==> config.mk <==
export PLATFORM = sky130hd
export DESIGN_NAME = spwm_comparador_dt
export DESIGN_NICKNAME = d
export VERILOG_FILES = /design/src/rtl/spwm_pkg.sv /design/src/rtl/spwm_seno_lut.sv /design/src/rtl/spwm_comparador_dt.sv
export SDC_FILE = /design/constraint.sdc
export NUM_CORES = 1
export LEC_CHECK = 0
export CAP_MARGIN = 30
export CORE_UTILIZATION = 30
export DETAILED_ROUTE_END_ITERATION = 7
export PLACE_DENSITY = 0.46
export SLEW_MARGIN = 10
export SYNTH_ARGS = -nofsm -noshare
export SYNTH_HDL_FRONTEND = slang
export SYNTH_SLANG_ARGS = --single-unit
==> constraint.sdc <==
create_clock -name clk3 -period 7.2 [get_ports clk3]
set_input_delay 1.44 -clock clk3 [delete_from_list [all_inputs] [get_ports clk3]]
set_output_delay 1.44 -clock clk3 [all_outputs]
set_load 0.03 [all_outputs]
==> src/rtl/spwm_pkg.sv <==
// Shared constants for the SPWM comparator: carrier peaks, mode codes,
// FSM state encoding and the quarter-wave sine table used by the ROM.
package spwm_pkg;

  localparam logic [16:0] PEAK_MODO0 = 17'd3839;
  localparam logic [16:0] PEAK_MODO1 = 17'd15359;

  localparam logic [1:0] MODO_0 = 2'b00;
  localparam logic [1:0] MODO_1 = 2'b01;

  localparam int LUT_DEPTH = 256;

  typedef logic [2:0] state_t;
  localparam state_t ST_IDLE  = 3'd0;
  localparam state_t ST_DT_HL = 3'd1;
  localparam state_t ST_LOW   = 3'd2;
  localparam state_t ST_DT_LH = 3'd3;
  localparam state_t ST_HIGH  = 3'd4;

  // round(127.5 + 127.5*sin(2*pi*j/256)) for the first quarter, j = 0..64
  function automatic logic [7:0] seno_quarter(input logic [6:0] j);
    logic [7:0] v;
    case (j)
      7'd0:  v = 8'd128;  7'd1:  v = 8'd131;  7'd2:  v = 8'd134;  7'd3:  v = 8'd137;
      7'd4:  v = 8'd140;  7'd5:  v = 8'd143;  7'd6:  v = 8'd146;  7'd7:  v = 8'd149;
      7'd8:  v = 8'd152;  7'd9:  v = 8'd155;  7'd10: v = 8'd158;  7'd11: v = 8'd162;
      7'd12: v = 8'd165;  7'd13: v = 8'd167;  7'd14: v = 8'd170;  7'd15: v = 8'd173;
      7'd16: v = 8'd176;  7'd17: v = 8'd179;  7'd18: v = 8'd182;  7'd19: v = 8'd185;
      7'd20: v = 8'd188;  7'd21: v = 8'd190;  7'd22: v = 8'd193;  7'd23: v = 8'd196;
      7'd24: v = 8'd198;  7'd25: v = 8'd201;  7'd26: v = 8'd203;  7'd27: v = 8'd206;
      7'd28: v = 8'd208;  7'd29: v = 8'd211;  7'd30: v = 8'd213;  7'd31: v = 8'd215;
      7'd32: v = 8'd218;  7'd33: v = 8'd220;  7'd34: v = 8'd222;  7'd35: v = 8'd224;
      7'd36: v = 8'd226;  7'd37: v = 8'd228;  7'd38: v = 8'd230;  7'd39: v = 8'd232;
      7'd40: v = 8'd234;  7'd41: v = 8'd235;  7'd42: v = 8'd237;  7'd43: v = 8'd238;
      7'd44: v = 8'd240;  7'd45: v = 8'd241;  7'd46: v = 8'd243;  7'd47: v = 8'd244;
      7'd48: v = 8'd245;  7'd49: v = 8'd246;  7'd50: v = 8'd248;  7'd51: v = 8'd249;
      7'd52: v = 8'd250;  7'd53: v = 8'd250;  7'd54: v = 8'd251;  7'd55: v = 8'd252;
      7'd56: v = 8'd253;  7'd57: v = 8'd253;  7'd58: v = 8'd254;  7'd59: v = 8'd254;
      7'd60: v = 8'd254;  7'd61: v = 8'd255;  7'd62: v = 8'd255;  7'd63: v = 8'd255;
      7'd64: v = 8'd255;
      default: v = 8'd128;
    endcase
    return v;
  endfunction

  // Full-wave sample from quarter-wave symmetry; the negative half mirrors around 255.
  function automatic logic [7:0] seno_val(input logic [7:0] k);
    logic [7:0] v;
    if (k <= 8'd64) begin
      v = seno_quarter(k[6:0]);
    end else if (k <= 8'd128) begin
      v = seno_quarter(7'(8'd128 - k));
    end else if (k <= 8'd192) begin
      v = 8'd255 - seno_quarter(7'(k - 8'd128));
    end else begin
      v = 8'd255 - seno_quarter(7'(9'd256 - {1'b0, k}));
    end
    return v;
  endfunction

endpackage

==> src/rtl/spwm_seno_lut.sv <==
// Synchronous-read sine ROM, one cycle of latency, data register not reset.
module spwm_seno_lut
  import spwm_pkg::*;
#(
  parameter int AW = $clog2(LUT_DEPTH)
) (
  input  logic          clk3,
  input  logic [AW-1:0] i_addr,
  output logic [7:0]    o_data
);

  logic [7:0] r_data;

  // ROM read register
  always_ff @(posedge clk3) begin
    r_data <= seno_val(8'(i_addr));
  end

  assign o_data = r_data;

endmodule

==> src/rtl/spwm_comparador_dt.sv <==
// SPWM comparator: scales the sine sample to the selected carrier peak,
// compares it to the carrier and drives a complementary gate pair with dead time.
module spwm_comparador_dt
  import spwm_pkg::*;
#(
  parameter int LUT_AW = 8,
  parameter int DEAD   = 8,
  parameter int CNT_W  = 17
) (
  input  logic             clk3,
  input  logic             rst,
  input  logic [1:0]       modo,
  input  logic [CNT_W-1:0] selection,
  input  logic [CNT_W-1:0] q_onda,
  input  logic             en,
  output logic             pwm_h,
  output logic             pwm_l,
  output logic [CNT_W-1:0] ref_out,
  output logic             cmp_out
);

  localparam logic [7:0] DT_LOAD = 8'(DEAD - 1);

  logic [7:0]       w_lut;
  logic [CNT_W-1:0] r_sel_d1;
  logic [CNT_W-1:0] r_sel_d2;
  logic [CNT_W-1:0] r_ref;
  logic [1:0]       r_modo_d1;
  logic             r_cmp;
  logic [13:0]      w_peak1;
  logic [21:0]      w_prod;
  logic [CNT_W-1:0] w_ref;
  logic             w_modo_ok;
  state_t           r_state;
  state_t           w_state_nxt;
  logic [7:0]       r_cnt;
  logic [7:0]       w_cnt_nxt;
  logic             r_pwm_h;
  logic             r_pwm_l;
  logic             w_pwm_h_nxt;
  logic             w_pwm_l_nxt;
  logic             w_unused;

  assign w_unused = ^{q_onda[CNT_W-1:LUT_AW], w_prod[7:0]};

  spwm_seno_lut #(.AW(LUT_AW)) u_lut (
    .clk3   (clk3),
    .i_addr (q_onda[LUT_AW-1:0]),
    .o_data (w_lut)
  );

  // Scale the sample to peak+1; max 255*15360 >> 8 = 15300, so no saturation
  always_comb begin
    w_peak1 = 14'(PEAK_MODO0 + 17'd1);
    if (r_modo_d1 == MODO_1) begin
      w_peak1 = 14'(PEAK_MODO1 + 17'd1);
    end else begin
      w_peak1 = 14'(PEAK_MODO0 + 17'd1);
    end
    w_prod = {14'd0, w_lut} * {8'd0, w_peak1};
    w_ref  = CNT_W'(w_prod[21:8]);
  end

  // Three-stage datapath: lookup, scale, compare
  always_ff @(posedge clk3 or posedge rst) begin
    if (rst) begin
      r_sel_d1  <= '0;
      r_modo_d1 <= 2'b00;
      r_ref     <= '0;
      r_sel_d2  <= '0;
      r_cmp     <= 1'b0;
    end else begin
      r_sel_d1  <= selection;
      r_modo_d1 <= modo;
      r_ref     <= w_ref;
      r_sel_d2  <= r_sel_d1;
      r_cmp     <= (r_ref > r_sel_d2);
    end
  end

  assign w_modo_ok = (modo == MODO_0) || (modo == MODO_1);

  // State, dead counter and gate outputs
  always_ff @(posedge clk3 or posedge rst) begin
    if (rst) begin
      r_state <= ST_IDLE;
      r_cnt   <= 8'd0;
      r_pwm_h <= 1'b0;
      r_pwm_l <= 1'b0;
    end else begin
      r_state <= w_state_nxt;
      r_cnt   <= w_cnt_nxt;
      r_pwm_h <= w_pwm_h_nxt;
      r_pwm_l <= w_pwm_l_nxt;
    end
  end

  // Next state; the dead-time exit samples the live compare so short pulses are absorbed
  always_comb begin
    w_state_nxt = r_state;
    w_cnt_nxt   = r_cnt;
    if (!en || !w_modo_ok) begin
      w_state_nxt = ST_IDLE;
      w_cnt_nxt   = 8'd0;
    end else begin
      case (r_state)
        ST_IDLE: begin
          w_state_nxt = ST_DT_LH;
          w_cnt_nxt   = DT_LOAD;
        end
        ST_HIGH: begin
          if (!r_cmp) begin
            w_state_nxt = ST_DT_HL;
            w_cnt_nxt   = DT_LOAD;
          end else begin
            w_state_nxt = ST_HIGH;
            w_cnt_nxt   = r_cnt;
          end
        end
        ST_LOW: begin
          if (r_cmp) begin
            w_state_nxt = ST_DT_LH;
            w_cnt_nxt   = DT_LOAD;
          end else begin
            w_state_nxt = ST_LOW;
            w_cnt_nxt   = r_cnt;
          end
        end
        ST_DT_HL, ST_DT_LH: begin
          if (r_cnt != 8'd0) begin
            w_state_nxt = r_state;
            w_cnt_nxt   = r_cnt - 8'd1;
          end else begin
            w_state_nxt = r_cmp ? ST_HIGH : ST_LOW;
            w_cnt_nxt   = 8'd0;
          end
        end
        default: begin
          w_state_nxt = ST_IDLE;
          w_cnt_nxt   = 8'd0;
        end
      endcase
    end
  end

  // Gate decode of the state being entered, so registered outputs track the state register
  always_comb begin
    w_pwm_h_nxt = 1'b0;
    w_pwm_l_nxt = 1'b0;
    case (w_state_nxt)
      ST_HIGH: begin
        w_pwm_h_nxt = 1'b1;
        w_pwm_l_nxt = 1'b0;
      end
      ST_LOW: begin
        w_pwm_h_nxt = 1'b0;
        w_pwm_l_nxt = 1'b1;
      end
      default: begin
        w_pwm_h_nxt = 1'b0;
        w_pwm_l_nxt = 1'b0;
      end
    endcase
  end

  assign pwm_h   = r_pwm_h;
  assign pwm_l   = r_pwm_l;
  assign ref_out = r_ref;
  assign cmp_out = r_cmp;

endmodule

==> results.py, run 1 <==
metrics = {
    "pwr": {
        "irDropWorstVdd_mv": 0.148,
        "power_density_mw_per_mm2": 283,
        "power.leakage_nw": 3.07,
    },
    "sta": {
        "worstMarginPinSlew_ns": 0.789,
        "rsz0062_at_grt": "no",
        "setup_violations": 0,
        "finalCritPeriodShare_pct": 69.6,
        "hold_viol": 0,
        "fmax_mhz": 200,
        "finalCriticalPeriod_ns": 5.01,
        "slew_viol_final": 0,
        "slew_headroom_pct": 47.3,
        "fin_tns_setup_ns": 0,
        "skew_ns": 0.00483,
    },
    "drt": {
        "vias": 4663,
        "drc": 0,
        "dr.first_iter.drc_count": 271,
        "routed.top_layer": "met4",
        "routed_wl_microns": 13100,
        "drt-wirelength-per-cell_microns": 13.9,
        "wl_met3_microns": 605,
        "dr_wl_met2_microns": 6270,
        "via_per_inst": 4.92,
        "drt_pre_antenna_iters": 4,
        "drtAntennaViolNets": 0,
        "wl_met1_microns": 6100,
    },
    "synthesis": {
        "yosysWarnings": 0,
        "synth_top_area_share_pct": 27.0,
        "synth.ff_latch_count": 72,
        "synth_edf_count": 0,
        "synthArstFlopShare_pct": 88.9,
        "synth_area_leaders": "dfrtp_1, ha_1, fa_1, inv_1, a21oi_1",
        "netlist_area_sq_mm": 0.00592,
        "yosysSeqAreaShare_pct": 29.7,
        "synth_cells": 647,
        "synth_area_leader_cell": "dfrtp_1",
        "synth_flop_cell": "dfrtp_1",
        "postSynthAreaPerCell_sq_um": 9.16,
        "ys_types": 87,
    },
    "placed_design": {
        "gp_congestion": 0.810,
        "post-dp-hpwl_microns": 9880,
        "portBuffers": 46,
    },
    "clocking": {
        "clk_latency_ns": 0.33,
        "cts_tree": "done",
        "htreeDepth": 3,
        "cts-root-buf": "clkbuf_16",
        "clockBufferDepth": 2,
        "clkSinkCount": 72,
        "clkTransAtPathRegs_ns": 0.06,
        "postCtsSetupBuffers": 0,
        "hold_buffers": 0,
        "numCtsBuffers": 9,
        "cts_resized": 0,
    },
    "cells_and_area": {
        "nNetsFinal": 800,
        "n_fill_cell": 1990,
        "drive_gt1_share_pct": 7.04,
        "final_cell_mix": "inv_1, dfrtp_1, ha_1, clkdlybuf4s50_1, nor2_1",
        "antennaDiodeCount": 0,
        "fin_util_pct": 35.6,
        "final_common_cell": "inv_1",
        "syn_to_final_growth_pct": 16.5,
    },
    "grt": {
        "grt_overflow": 0,
        "gr-usage-all-layers_pct": 13.5,
        "grt_first_pass_wirelength_microns": 22100,
        "grt_pass1_vias": 4588,
        "antenna_found_initial": 0,
        "grt_max_degree": 65,
    },
    "die": {
        "ioPinCount": 59,
        "coreArea_sq_mm": 0.0194,
        "die_w_microns": 143,
        "initial_core_util_pct": 30.5,
        "std_cell_rows": 51,
        "die_y_microns": 143,
        "die_area_sq_mm": 0.0203,
    },
    "worst_setup_path": {
        "worstSetupStartpointType": "input pin",
        "cp_data_arrival_time_ns": 5.19,
        "critPathRequiredTime_ns": 7.38,
        "path_max_fanout": 24,
        "critPathCaptureType": "flip-flop",
        "criticalPathCategory": "input pin to flip-flop",
    },
    "worst_hold_path": {
        "hp-class": "flip-flop to flip-flop",
    },
    "run": {
        "drv_cap": 0,
    },
    "outcome": {
        "outcome": "complete, no violations",
    },
}
## report_power, final
part,total (mW),switching (mW),internal [mW]
combinational,0.982,0.551,0.431
clock,0.457,0.157,0.300
sequential,0.513,0.0407,0.472
## cells by family (layout without fill, tap and decap cells)
kind of cell             after synthesis  in the layout  synth area share [%]
AO/OA/AOI/OAI                        170            170                  19.7
XOR/XNOR                              17             17                  2.96
adder cells (fa/ha/maj)               83             83                  20.3
buffers and inverters                115            148                  8.13
flip-flops                            72             72                  29.7
multiplexers                          10             10                  1.96
other                                  1              3                0.0633
AND/OR/NAND/NOR                      179            179                  17.2
## area by class of cell
class | count | area, sq um | share of cell area, %
multi-input cells | 462 | 3690 | 53.4
flip-flops and latches | 72 | 1760 | 25.5
repair buffers | 54 | 520 | 7.54
well taps | 265 | 332 | 4.80
inverters | 79 | 297 | 4.30
clock buffers | 11 | 233 | 3.37
clock inverters | 4 | 70.1 | 1.02
## critical path, stage by stage
cell             delay, ns
clkdlybuf4s50_1       0.39
buf_4                 0.22
inv_1                 0.22
ha_1                  0.62
inv_1                 0.26
ha_1                  0.82
inv_1                 0.23
nor4b_2               0.53
o21ai_0               0.16
a31oi_1               0.19
mux2i_1               0.09
## synth_stat cells, drive strengths merged, types with 3 or more instances
cell	count
xor2	4
or4	3
nand2b	13
nor3	17
clkbuf	15
nor3b	3
mux2	3
a211oi	8
a31oi	7
buf	21
o21ai	36
nand3b	5
nor2	40
o22ai	7
and2	9
nor2b	21
o311a	3
dfrtp	64
a21oi	37
o311ai	5
nand3	8
a21o	7
o21a	7
nand4	4
nor4	5
fa	22
nand2	36
ha	61
mux2i	6
dfxtp	8
a22oi	3
o2111ai	5
a311oi	5
o211ai	15
o31ai	7
xnor2	13
inv	79
and3	3
## per-layer routing
layer / up-vias / track usage, %
li1: 2334 / -
met1: 2231 / 17.6
met2: 88 / 23.1
met3: 10 / 1.92
met4: 0 / 3.62
met5: - / 0
## worst paths after layout
path / startpoint / to / slack [ns] / cells after the start
max: q_onda[0] / u_lut.o_data[4] / 2.19 / 11
min: r_sel_d1[0] / r_sel_d2[0] / 0.34 / 0
max reg2reg: r_modo_d1[0] / ref_out[13] / 2.80 / 17
min reg2reg: r_sel_d1[0] / r_sel_d2[0] / 0.34 / 0
max in group asynchronous: rst / ref_out[5] / 5.03 / 3
min in group asynchronous: rst / pwm_h / 1.67 / 3
## per-stage QoR
stage | hold WS [ns] | area (sq um) | instances | setup slack [ns] | power, mW
global placement | 0.335 | 6600 | 932 | 1.88 | 1.51
detailed placement | 0.337 | 6600 | 932 | 1.90 | 1.52
CTS | 0.346 | 6900 | 947 | 2.23 | 1.99
floorplan | 0.331 | 5930 | 649 | 2.93 | 1.26
global route | 0.352 | 6900 | 947 | 1.81 | 2.15
finish | 0.341 | 6900 | 947 | 2.19 | 1.95
## flip-flops by register name (all words and copies together), names as in the netlist
| name | count |
|---|---|
| r_sel_d1 | 17 |
| r_sel_d2 | 17 |
| ref_out | 14 |
| r_cnt | 8 |
| u_lut.o_data | 8 |
| r_state | 3 |
| r_modo_d1 | 2 |
| cmp_out | 1 |
| pwm_h | 1 |
| pwm_l | 1 |
Note: power is estimated with default switching activity, not from simulation.
==> run 2: changes to the inputs <==
--- a/config.mk
+++ b/config.mk
@@ -8,7 +8,7 @@
 export CAP_MARGIN = 30
 export CORE_UTILIZATION = 30
 export DETAILED_ROUTE_END_ITERATION = 7
-export PLACE_DENSITY = 0.46
+export PLACE_DENSITY = 0.48
 export SLEW_MARGIN = 10
 export SYNTH_ARGS = -nofsm -noshare
 export SYNTH_HDL_FRONTEND = slang
==> constraint.sdc (replaced) <==
create_clock -name clk3 -period 4.1 [get_ports clk3]
set_input_delay 0.82 -clock clk3 [delete_from_list [all_inputs] [get_ports clk3]]
set_output_delay 0.82 -clock clk3 [all_outputs]
set_load 0.03 [all_outputs]
==> results.py, run 2 (same netlist as run 1, synthesis figures left out) <==
metrics = {
    "die": {
        "ioPinCount": 59,
        "die_w_microns": 143,
        "std_cell_rows": 51,
        "die_y_microns": 143,
        "coreArea_sq_mm": 0.0194,
        "initial_core_util_pct": 30.5,
        "die_area_sq_mm": 0.0203,
    },
    "clocking": {
        "htreeDepth": 3,
        "clockBufferDepth": 2,
        "cts_tree": "done",
        "clkSinkCount": 72,
        "clk_latency_ns": 0.33,
        "hold_buffers": 0,
        "numCtsBuffers": 9,
        "clkTransAtPathRegs_ns": 0.06,
        "cts-root-buf": "clkbuf_16",
    },
    "cells_and_area": {
        "antennaDiodeCount": 0,
        "multi_input_area_sq_mm": 0.00376,
        "final_cell_area_sq_mm": 0.00716,
        "nNetsFinal": 827,
        "final_common_cell": "inv_1",
        "syn_to_final_growth_pct": 20.8,
        "stdcell_count": 974,
        "drive_gt1_share_pct": 13.0,
        "n_fill_cell": 2035,
        "seq_area_sq_mm": 0.00176,
        "fin_util_pct": 36.9,
        "final_cell_mix": "inv_1, dfrtp_1, ha_1, clkdlybuf4s50_1, nor2_1",
    },
    "grt": {
        "grt_first_pass_wirelength_microns": 23200,
        "grtUsageMet1_pct": 17.9,
        "grt_overflow": 0,
        "grt.met3_usage_pct": 1.68,
        "antenna_found_initial": 0,
        "grtUsageMet2_pct": 24.1,
        "gr-usage-all-layers_pct": 14.2,
        "grt_pass1_vias": 4886,
        "grt_max_degree": 44,
        "grt_busiest_layer": "met2",
    },
    "worst_hold_path": {
        "min-delay-start": "r_sel_d1[15]",
        "hp-class": "flip-flop to flip-flop",
    },
    "outcome": {
        "outcome": "complete, no violations",
    },
    "drt": {
        "via_per_inst": 4.96,
        "routed_wl_microns": 13700,
        "drtAntennaViolNets": 0,
        "drc": 0,
        "dr.first_iter.drc_count": 255,
        "drt_pre_antenna_iters": 5,
        "vias": 4834,
        "drt-wirelength-per-cell_microns": 14.1,
    },
    "sta": {
        "layout_setup_ws_ns": 0.126,
        "finalCritPeriodShare_pct": 96.9,
        "hold_viol": 0,
        "holdWs_ns": 0.345,
        "rsz0062_at_grt": "yes",
        "slew_viol_final": 0,
        "finalCriticalPeriod_ns": 3.97,
        "skew_ns": 0.00659,
        "fmax_mhz": 252,
        "fin_tns_setup_ns": 0,
        "slew_headroom_pct": 57.0,
        "worstMarginPinSlew_ns": 0.646,
        "setup_violations": 0,
    },
    "pwr": {
        "power.leakage_nw": 3.20,
        "total_power_mw": 3.66,
        "irDropWorstVdd_mv": 0.267,
        "power_density_mw_per_mm2": 512,
    },
    "worst_setup_path": {
        "worstSetupStartpointType": "flip-flop",
        "criticalPathCategory": "flip-flop to flip-flop",
        "critPathCaptureType": "flip-flop",
        "path_max_fanout": 7,
        "cp_data_arrival_time_ns": 4.15,
        "startpoint": "r_modo_d1[0]",
        "rr_startpoint": "r_modo_d1[0]",
        "critPathRequiredTime_ns": 4.28,
    },
    "placed_design": {
        "dp_cells": 956,
        "place_area_sq_mm": 0.00681,
        "gp_congestion": 0.883,
        "dp_slack_ns": -0.0960,
        "post-dp-hpwl_microns": 10500,
        "portBuffers": 46,
    },
    "run": {
        "drv_cap": 0,
    },
}
-- run 2: cell count changes in the layout (fill, tap and decap cells not counted), moves of 3 or more --
| cell | delta |
|---|---|
| buf_4 | +24 |
| inv_1 | -3 |
| inv_2 | +3 |
| nor2b_1 | -3 |
-- run 2: power by group --
group | switching, mW | total [mW] | internal, mW
clock | 0.278 | 0.715 | 0.437
sequential | 0.0720 | 0.902 | 0.830
combinational | 1.07 | 2.05 | 0.975
-- run 2: final timing paths --
kind,endpoint,slack (ns),depth (start not counted)
worst min register to register,r_sel_d2[15],0.34,0
worst min-delay path,r_sel_d2[15],0.34,0
max in group asynchronous,r_sel_d2[16],2.76,3
worst max register to register,ref_out[13],0.13,16
min in group asynchronous,r_sel_d1[6],0.76,2
worst max-delay path,ref_out[13],0.13,16
-- run 2: worst max-delay path, cell delays in order (launching register included) --
cell      delay (ns)
dfrtp_1         0.36
nor2b_4         0.15
and2_4          0.17
fa_1            0.49
inv_1           0.05
fa_1            0.49
inv_2           0.04
fa_1            0.51
inv_2           0.04
fa_1            0.49
inv_2           0.05
ha_4            0.21
a21boi_2        0.16
o21a_1          0.18
nor2_2          0.15
o21a_1          0.18
o211ai_1        0.10
-- run 2: per-layer routing --
layer	vias up	share of wire (%)	routed length (microns)
met5	-	0	0
met4	0	2.9	401
met3	24	3.7	503
met2	104	47	6410
met1	2320	47	6400
li1	2386	-	-
-- run 2: layout make-up --
cell class                 instances  share of cell area, %
clock buffer                      12                   3.58
clock inverter                     3                  0.245
inverter                          79                   4.14
multi-input combinational        462                   52.5
sequential                        72                   24.6
tap                              265                   4.63
timing repair buffer              81                   10.3
-- run 2: repair_timing --
item | in CTS | in global routing
pin swaps | 3 | 9
gates resized for setup | 5 | 10
buffers inserted | 0 | 1
endpoints found under the setup margin | 3 | 4
==> run 3: changes to the inputs <==
--- a/config.mk
+++ b/config.mk
@@ -8,7 +8,8 @@
 export CAP_MARGIN = 30
 export CORE_UTILIZATION = 30
 export DETAILED_ROUTE_END_ITERATION = 7
-export PLACE_DENSITY = 0.48
+export PLACE_DENSITY = 0.46
+export REMOVE_ABC_BUFFERS = 1
 export SLEW_MARGIN = 10
 export SYNTH_ARGS = -nofsm -noshare
 export SYNTH_HDL_FRONTEND = slang
==> constraint.sdc (replaced) <==
create_clock -name clk3 -period 4.6 [get_ports clk3]
set_input_delay 0.92 -clock clk3 [delete_from_list [all_inputs] [get_ports clk3]]
set_output_delay 0.92 -clock clk3 [all_outputs]
set_load 0.03 [all_outputs]
==> results.py, run 3 (same netlist as run 1, synthesis figures left out) <==
metrics = {
    "cells_and_area": {
        "antennaDiodeCount": 0,
        "syn_to_final_growth_pct": 18.2,
        "n_fill_cell": 1970,
        "final_common_cell": "inv_1",
        "nNetsFinal": 809,
        "drive_gt1_share_pct": 8.55,
        "final_cell_area_sq_mm": 0.00701,
        "stdcell_count": 955,
        "multi_input_area_sq_mm": 0.00370,
        "seq_area_sq_mm": 0.00176,
        "final_cell_mix": "inv_1, dfrtp_1, ha_1, clkdlybuf4s50_1, nor2_1",
    },
    "grt": {
        "gr-usage-all-layers_pct": 13.8,
        "grt_overflow": 0,
        "grt_max_degree": 36,
        "grt_first_pass_wirelength_microns": 22700,
        "grt_pass1_vias": 4712,
        "antenna_found_initial": 0,
    },
    "placed_design": {
        "post-dp-hpwl_microns": 10200,
        "dp_cells": 941,
        "gp_congestion": 0.813,
        "portBuffers": 46,
        "dp_slack_ns": 0.164,
        "place_area_sq_mm": 0.00667,
    },
    "die": {
        "initial_core_util_pct": 30.5,
        "die_area_sq_mm": 0.0203,
        "die_y_microns": 143,
        "die_w_microns": 143,
        "coreArea_sq_mm": 0.0194,
        "ioPinCount": 59,
        "std_cell_rows": 51,
    },
    "sta": {
        "holdWs_ns": 0.345,
        "setup_violations": 0,
        "hold_viol": 0,
        "layout_setup_ws_ns": 0.286,
        "fmax_mhz": 232,
        "rsz0062_at_grt": "no",
        "skew_ns": 0.0102,
        "finalCriticalPeriod_ns": 4.31,
        "slew_viol_final": 0,
        "fin_tns_setup_ns": 0,
        "finalCritPeriodShare_pct": 93.8,
        "worstMarginPinSlew_ns": 0.764,
        "slew_headroom_pct": 48.9,
    },
    "drt": {
        "via_per_inst": 4.90,
        "drt-wirelength-per-cell_microns": 14.0,
        "vias": 4681,
        "dr.first_iter.drc_count": 241,
        "routed_wl_microns": 13400,
        "drt_pre_antenna_iters": 4,
        "drtAntennaViolNets": 0,
        "drc": 0,
    },
    "clocking": {
        "postCtsSetupBuffers": 0,
        "cts_tree": "done",
        "clockBufferDepth": 2,
        "cts-root-buf": "clkbuf_16",
        "clkSinkCount": 72,
        "clk_latency_ns": 0.33,
        "numCtsBuffers": 9,
        "clkTransAtPathRegs_ns": 0.06,
        "htreeDepth": 3,
    },
    "worst_setup_path": {
        "critPathCaptureType": "flip-flop",
        "r2r_cells": 17,
        "path_cells": "nor2b_1, buf_4, and2_1, fa_1, inv_1, fa_1, inv_1, fa_1, inv_1, fa_1, inv_1, ha_1, a21boi_1, o21a_1, nor2_4, o21a_1, o211ai_1",
        "cp_num_buf_inv": 5,
        "slowest_stage": "fa_1",
        "worstSetupStartpointType": "flip-flop",
        "critPathRequiredTime_ns": 4.78,
        "rr_startpoint": "r_modo_d1[0]",
        "critPathMaxStageDelay_ns": 0.53,
        "cp_data_arrival_time_ns": 4.49,
        "r2r_end": "ref_out[13]",
        "criticalPathCategory": "flip-flop to flip-flop",
        "cp_top_family": "adder cells",
        "rrSetupSlack_ns": 0.29,
        "path_max_fanout": 17,
    },
    "worst_hold_path": {
        "worst_hold_path.endpoint": "r_sel_d2[15]",
        "min-delay-start": "r_sel_d1[15]",
        "hp-class": "flip-flop to flip-flop",
        "holdPathStages": 0,
    },
    "run": {
        "drv_cap": 0,
    },
    "outcome": {
        "outcome": "complete, no violations",
    },
    "pwr": {
        "power_density_mw_per_mm2": 450,
        "irDropWorstVdd_mv": 0.196,
        "power.leakage_nw": 3.12,
    },
}
-- run 3: cell count changes in the layout (fill, tap and decap cells not counted), sizes merged --
cell / previous run / this run
buf: 34 / 17
bufinv: 0 / 3
clkbuf: 13 / 9
clkinv: 2 / 0
inv: 79 / 80
-- run 3: repair_timing --
item | in CTS | in global routing
resized for setup | 0 | 3
hold buffers | 0 | 0
endpoints found under the setup margin | 0 | 2
hold endpoints to repair | 0 | 0
-- run 3: power breakdown --
group	internal (mW)	switching, mW	total (mW)
clock network	0.525	0.245	0.770
logic	0.693	0.888	1.58
registers	0.739	0.0636	0.803
total	1.96	1.20	3.15
-- run 3: worst max path at each step --
| stage | to | start | depth (start not counted) |
|---|---|---|---|
| after detailed placement | ref_out[13] | r_modo_d1[0] | 17 |
| after global placement | ref_out[13] | r_modo_d1[0] | 17 |
| after floorplan | ref_out[13] | r_modo_d1[1] | 16 |
| final | ref_out[13] | r_modo_d1[0] | 17 |
| after CTS | ref_out[13] | r_modo_d1[0] | 17 |
| after global routing | ref_out[13] | r_modo_d1[0] | 17 |
-- run 3: layer usage --
layer	track usage [%]	wire [microns]
met1	18.5	6390
met2	23.5	6380
met3	1.65	478
met4	3.57	143
met5	0	0
-- run 3: final cells by class --
| class | instances | area share, % |
|---|---|---|
| Multi-Input combinational cell | 462 | 52.8 |
| Clock buffer | 9 | 3.21 |
| Tap cell | 265 | 4.73 |
| Timing Repair Buffer | 63 | 8.39 |
| Sequential cell | 72 | 25.1 |
| Inverter | 79 | 4.23 |
| Clock inverter | 5 | 1.52 |
-- run 3: metrics by stage --
stage	power, mW	utilization, %
final	3.15	36.1
after global routing	3.48	36.1
after CTS	3.19	36.1
after detailed placement	2.39	34.4
after global placement	2.37	34.4
after floorplan	1.94	-
-- run 3: worst reg2reg max path: stages (launching register included) --
cell	delay, ns
dfrtp_1	0.35
nor2b_1	0.12
buf_4	0.18
and2_1	0.21
fa_1	0.50
inv_1	0.05
fa_1	0.47
inv_1	0.05
fa_1	0.52
inv_1	0.05
fa_1	0.53
inv_1	0.04
ha_1	0.31
a21boi_1	0.15
o21a_1	0.21
nor2_4	0.12
o21a_1	0.18
o211ai_1	0.11
